[config.mk]
export PLATFORM = sky130hd
export DESIGN_NAME = result_ram_arbiter
export DESIGN_NICKNAME = d
export VERILOG_FILES = /design/src/rtl/ram_arb_pkg.sv /design/src/rtl/rd_valid_pipe.sv /design/src/rtl/result_ram_arbiter.sv
export SDC_FILE = /design/constraint.sdc
export NUM_CORES = 1
export LEC_CHECK = 0
export CAP_MARGIN = 20
export CORE_MARGIN = 2
export CORE_UTILIZATION = 30
export DETAILED_ROUTE_END_ITERATION = 6
export PLACE_DENSITY = 0.71
export SETUP_SLACK_MARGIN = 0.1
export SLEW_MARGIN = 10
export SYNTH_ARGS = -nofsm -noshare
export SYNTH_HDL_FRONTEND = slang
export SYNTH_SLANG_ARGS = --single-unit
[constraint.sdc]
create_clock -name clk -period 2.75 [get_ports clk]
set_input_delay 0.55 -clock clk [delete_from_list [all_inputs] [get_ports clk]]
set_output_delay 0.55 -clock clk [all_outputs]
set_load 0.02 [all_outputs]
[src/rtl/ram_arb_pkg.sv]
// rtl/ram_arb_pkg.sv - shared types and default widths for the result RAM arbiter
package ram_arb_pkg;

  localparam int DEF_ADDR_W = 4;
  localparam int DEF_DATA_W = 18;

  typedef enum logic [1:0] {
    IDLE,
    WR_BURST,
    RD_FORCE
  } arb_state_t;

  typedef enum logic {
    WRITER,
    READER
  } owner_t;

endpackage

[src/rtl/rd_valid_pipe.sv]
// rtl/rd_valid_pipe.sv - LAT-deep read-grant flag pipeline with data capture for RAM clients
module rd_valid_pipe #(
  parameter int LAT    = 1,
  parameter int DATA_W = 18
) (
  input  logic              clk,
  input  logic              rst_n,
  input  logic              gnt_i,
  input  logic [DATA_W-1:0] dout_i,
  output logic              valid_o,
  output logic [DATA_W-1:0] data_o
);

  logic [LAT-1:0]    flag_q;
  logic [DATA_W-1:0] data_q;
  logic              capture;

  // dout_i is sampled on the edge that moves the flag into the last stage
  generate
    if (LAT == 1) begin : g_lat1
      assign capture = gnt_i;
    end else begin : g_latn
      assign capture = flag_q[LAT-2];
    end
  endgenerate

  always_ff @(posedge clk or negedge rst_n) begin
    if (!rst_n) begin
      flag_q <= '0;
      data_q <= '0;
    end else begin
      flag_q[0] <= gnt_i;
      for (int i = 1; i < LAT; i++) begin
        flag_q[i] <= flag_q[i-1];
      end
      if (capture) begin
        data_q <= dout_i;
      end
    end
  end

  assign valid_o = flag_q[LAT-1];
  assign data_o  = data_q;

endmodule

[src/rtl/result_ram_arbiter.sv]
// rtl/result_ram_arbiter.sv - round-robin writer/reader arbiter for the 16x18 result RAM
// Optional ARB_STATS_EN adds saturating conflict and forced-read counters.
module result_ram_arbiter
  import ram_arb_pkg::*;
#(
  parameter int ADDR_W   = DEF_ADDR_W,
  parameter int DATA_W   = DEF_DATA_W,
  parameter int RD_LAT   = 1,
  parameter int MAX_WAIT = 8
) (
  input  logic              clk,
  input  logic              reset_n,
  input  logic              wr_req,
  input  logic              wr_lock,
  input  logic [ADDR_W-1:0] wr_addr,
  input  logic [DATA_W-1:0] wr_data,
  output logic              wr_gnt,
  input  logic              rd_req,
  input  logic [ADDR_W-1:0] rd_addr,
  output logic              rd_gnt,
  output logic [DATA_W-1:0] rd_data,
  output logic              rd_valid,
  output logic              ram_en,
  output logic              ram_web,
  output logic [ADDR_W-1:0] ram_addr,
  output logic [DATA_W-1:0] ram_din,
  input  logic [DATA_W-1:0] ram_dout
`ifdef ARB_STATS_EN
  ,
  output logic [15:0]       stat_conflicts,
  output logic [15:0]       stat_forced
`endif
);

  localparam int WAIT_W = 4;

  arb_state_t        state_q, state_d;
  owner_t            last_q, last_d;
  logic [WAIT_W-1:0] wait_q, wait_d;

  always_ff @(posedge clk or negedge reset_n) begin
    if (!reset_n) begin
      state_q <= IDLE;
      last_q  <= READER;
      wait_q  <= '0;
    end else begin
      state_q <= state_d;
      last_q  <= last_d;
      wait_q  <= wait_d;
    end
  end

  always_comb begin
    state_d = state_q;
    last_d  = last_q;
    wait_d  = wait_q;
    if (wr_gnt) begin
      last_d = WRITER;
    end else if (rd_gnt) begin
      last_d = READER;
    end
    // The reader's wait counts from the first cycle the writer holds the lock
    if (rd_gnt || !rd_req) begin
      wait_d = '0;
    end else if (state_q == WR_BURST || (wr_gnt && wr_lock)) begin
      wait_d = wait_q + 1'b1;
    end
    case (state_q)
      IDLE: begin
        if (wr_gnt && wr_lock) state_d = WR_BURST;
      end
      WR_BURST: begin
        if (!wr_req || !wr_lock) begin
          state_d = IDLE;
        end else if (wait_d == WAIT_W'(MAX_WAIT)) begin
          state_d = RD_FORCE;
        end
      end
      RD_FORCE: begin
        state_d = wr_lock ? WR_BURST : IDLE;
      end
      default: state_d = IDLE;
    endcase
  end

  always_comb begin
    wr_gnt = 1'b0;
    rd_gnt = 1'b0;
    if (reset_n) begin
      case (state_q)
        IDLE: begin
          if (wr_req && rd_req) begin
            wr_gnt = (last_q == READER);
            rd_gnt = (last_q == WRITER);
          end else begin
            wr_gnt = wr_req;
            rd_gnt = rd_req;
          end
        end
        WR_BURST: wr_gnt = wr_req;
        RD_FORCE: rd_gnt = rd_req;
        default: ;
      endcase
    end
    ram_en   = wr_gnt | rd_gnt;
    ram_web  = wr_gnt;
    ram_addr = '0;
    ram_din  = '0;
    if (wr_gnt) begin
      ram_addr = wr_addr;
      ram_din  = wr_data;
    end else if (rd_gnt) begin
      ram_addr = rd_addr;
    end
  end

  rd_valid_pipe #(
    .LAT    (RD_LAT),
    .DATA_W (DATA_W)
  ) u_rd_pipe (
    .clk     (clk),
    .rst_n   (reset_n),
    .gnt_i   (rd_gnt),
    .dout_i  (ram_dout),
    .valid_o (rd_valid),
    .data_o  (rd_data)
  );

`ifdef ARB_STATS_EN
  logic [15:0] conf_q, forced_q;

  always_ff @(posedge clk or negedge reset_n) begin
    if (!reset_n) begin
      conf_q   <= '0;
      forced_q <= '0;
    end else begin
      if (wr_req && rd_req && conf_q != 16'hFFFF) begin
        conf_q <= conf_q + 1'b1;
      end
      if (state_d == RD_FORCE && state_q != RD_FORCE && forced_q != 16'hFFFF) begin
        forced_q <= forced_q + 1'b1;
      end
    end
  end

  assign stat_conflicts = conf_q;
  assign stat_forced    = forced_q;
`endif

endmodule

==> run metrics, run 1 <==
Synth Area in Adders=0.009337; Post-Syn Area=0.001340 mm²; clock latency at the later pin of the worst-skew pair=0.26 ns; post-layout min period=2.551 ns; post-route ant nets=0; fraction of registers with async set/reset=1.000; relative slew slack=0.7910; clock share of power=0.173; Gate power share=0.416; final hold vios=0; library cells used by synthesis=33; input/output buffers=93; register area=651.9 µm²; Tightest Hold Check Type=in -> async; total core area=0.004324 mm²; critical-path cell list=clkdlybuf4s50_1 -> nand3b_4 -> nor2_1 -> buf_6 -> and2_1 -> dlygate4sd2_1; max cap viols=0; DPL Wire Length=2952 µm; Mean Syn Cell Area=11.55 µm²; vias in the first global route=1,244; cell internal pwr=836.3 µW; vias per cell=4.459; final period utilization=0.9276; Filler Cell Count=410; WP data arrival=2.00 ns; Pins Over Slew Limit=0; most common cell in the synthesized netlist=dfrtp_1; Pleak=0.001118 µW; mux cell area share after synthesis=0.1587; Power Density=501.6 mW/mm²; Ys Warns=0; status=finished clean; DR vias=1,204; cts hold-fix bufs=0; synth top area cells=dfrtp_1 (47%), mux2_2 (13%), and2_1 (8.9%), nor2_1 (2.8%), a22o_1 (2.6%); Cells after DPL=265; Buf/Inv on CP=3; CP Capture Type=primary output; simple logic cell fraction of the synthesized area=0.2092; Compound-Gate Fraction of Synth Area=0.08964; Psw=371.9 µW; clk buf depth=2; gr ovfl total=0; total clock sinks=26; pin count of the biggest net entering global routing=28; Clock Skew=0.005646 ns; Layout area overhead=79.74%; die footprint=0.005018 mm²; GRT Total Usage=0.1430; maximum VDD drop=0.0003868 V; routed wire length=3680 µm; initial antenna violation count=1; top_reg_cell synth=dfrtp_1; EDFF count, synth=0; main combinational cell family by area after synthesis=simple AND/OR/NAND/NOR gates; Multi-input gate area=660.6 µm²; fin util=0.5570; Yosys top cell area share=0.4669; Critical Path Max Stage Delay=0.55 ns; I/O pin count=94; Worst-path clk slew=0.08 ns; Worst path top cell family by delay=buffers and inverters; Max H-tree Level=1; Worst Path Max Fanout=25; first-pass GRT wire length=5789 µm; Cells after Synth=116; Slew @ Worst Pin=0.3113 ns; CP startpoint kind=primary input; RSZ-0062 raised after global routing=no; Synth Register Bits=26; sw frac=0.3078; Total Power=1208 µW; Net Count, Synth=166; Initial Utilization=0.3099; achievable frequency=392.0 MHz; Synth area leader=dfrtp_1; synth cell count leaders=dfrtp_1 (25), and2_1 (19), mux2_2 (16), nor2_1 (10), nand2_1 (5); Die H=70.84 µm; share of cells above drive strength 1=0.1889; # Post-CTS Setup Buffers=0; Nets=268; Die W=70.84 µm; CTS Root Cell=clkbuf_8; Iter 0 DRT Violations=33; GPL Wtd Cong=0.7346; WP data required=2.20 ns; TritonCTS clock tree=done; Non-Filler Instances=270; XOR/XNOR share of the synthesized area=0.01961; Post-route DRC=0; Seq/Total Area, Yosys=0.4865; slowest CP cell=clkdlybuf4s50_1; WS Path Type=in -> out; row count=24; final setup vio count=0; drt wl/cell=13.63 µm; clock buffer count from CTS=3; Pre-Repair DR Iteration Count=4; Reg power frac=0.411
power by group through the flow:
stage	logic (µW)	registers [µW]	clock network [µW]
5_1_grt	535	507	237
3_5_place_dp	519	503	0
4_1_cts	510	498	221
6_report	502	496	210
3_3_place_gp	515	501	0
2_1_floorplan	149	581	0
sequential cells by signal, summed over array words and instances (netlist names):
name / count
last_q: 1
state_q: 2
u_rd_pipe.data_o: 18
u_rd_pipe.valid_o: 1
wait_q: 4
cell type report:
class,instances,share of cell area
tap,52,0.02701
timing repair buffer,102,0.4036
multi-input combinational,82,0.2743
sequential,26,0.2706
inverter,3,0.004675
antenna,1,0.001039
clock buffer,4,0.01870
per-stage QoR:
stage	hold WS [ns]	area [µm²]	setup WS, ns	setup TNS [ns]
floorplan	0.2544	1340	0.5631	0
global placement	0.4743	2382	-0.1239	-2.318
detailed placement	0.4800	2382	-0.1490	-2.337
CTS	0.5139	2416	0.1206	0
global route	0.3792	2409	0.1021	0
finish	0.3776	2409	0.1992	0
final timing paths:
kind	start	to	slack, ns	depth (start not counted)
max in group asynchronous	reset_n	last_q	2.15	2
worst max register to register	state_q[1]	state_q[1]	0.75	6
worst min register to register	u_rd_pipe.data_o[14]	u_rd_pipe.data_o[14]	0.51	1
worst min-delay path	reset_n	state_q[1]	0.38	2
worst max-delay path	wr_req	ram_din[7]	0.20	6
min in group clk	u_rd_pipe.data_o[14]	u_rd_pipe.data_o[14]	0.51	1
routing by layer:
layer / part of all wire / vias to the layer above / track usage
met3: 0.10 / 2 / 0.05983
met2: 0.48 / 53 / 0.2409
met4: 0.0046 / 0 / 0.03145
met5: 0 / - / 0
li1: - / 602 / -
met1: 0.41 / 547 / 0.1713
kinds of logic after synthesis:
logic type | count (synthesis)
and+or+nand+nor | 45
DFF | 26
muxes | 19
AOI/OAI and AO/OA | 14
buffers and inverters | 8
xor gates and xnor gates | 3
adders and majority gates | 1
repair_timing:
action	CTS	global route
endpoints found under the setup margin	26	22
gates resized for setup	31	11
hold endpoints to repair	0	0
cell usage in the layout, fill, tap and decap left out, types with 2 or more instances in the layout:
cell / count
and2_1: 19
clkdlybuf4s50_1: 66
clkdlybuf4s15_1: 2
dfrtp_1: 25
inv_1: 3
a22o_1: 4
nand3_1: 2
clkbuf_8: 3
clkbuf_2: 4
dlygate4sd2_1: 20
o21ai_0: 3
nor2b_1: 2
a21oi_2: 2
buf_4: 7
xor2_1: 2
mux2_1: 2
nor2_1: 10
nand2_1: 5
mux2_2: 16
No activity file was read; power rests on OpenSTA's default activity.
==> run 2, diff against run 1 <==
GPL_TIMING_DRIVEN = 1   (was unset)
==> results of run 2 <==
Same layout as run 1: the final DEF is identical, and so are final timing and power.
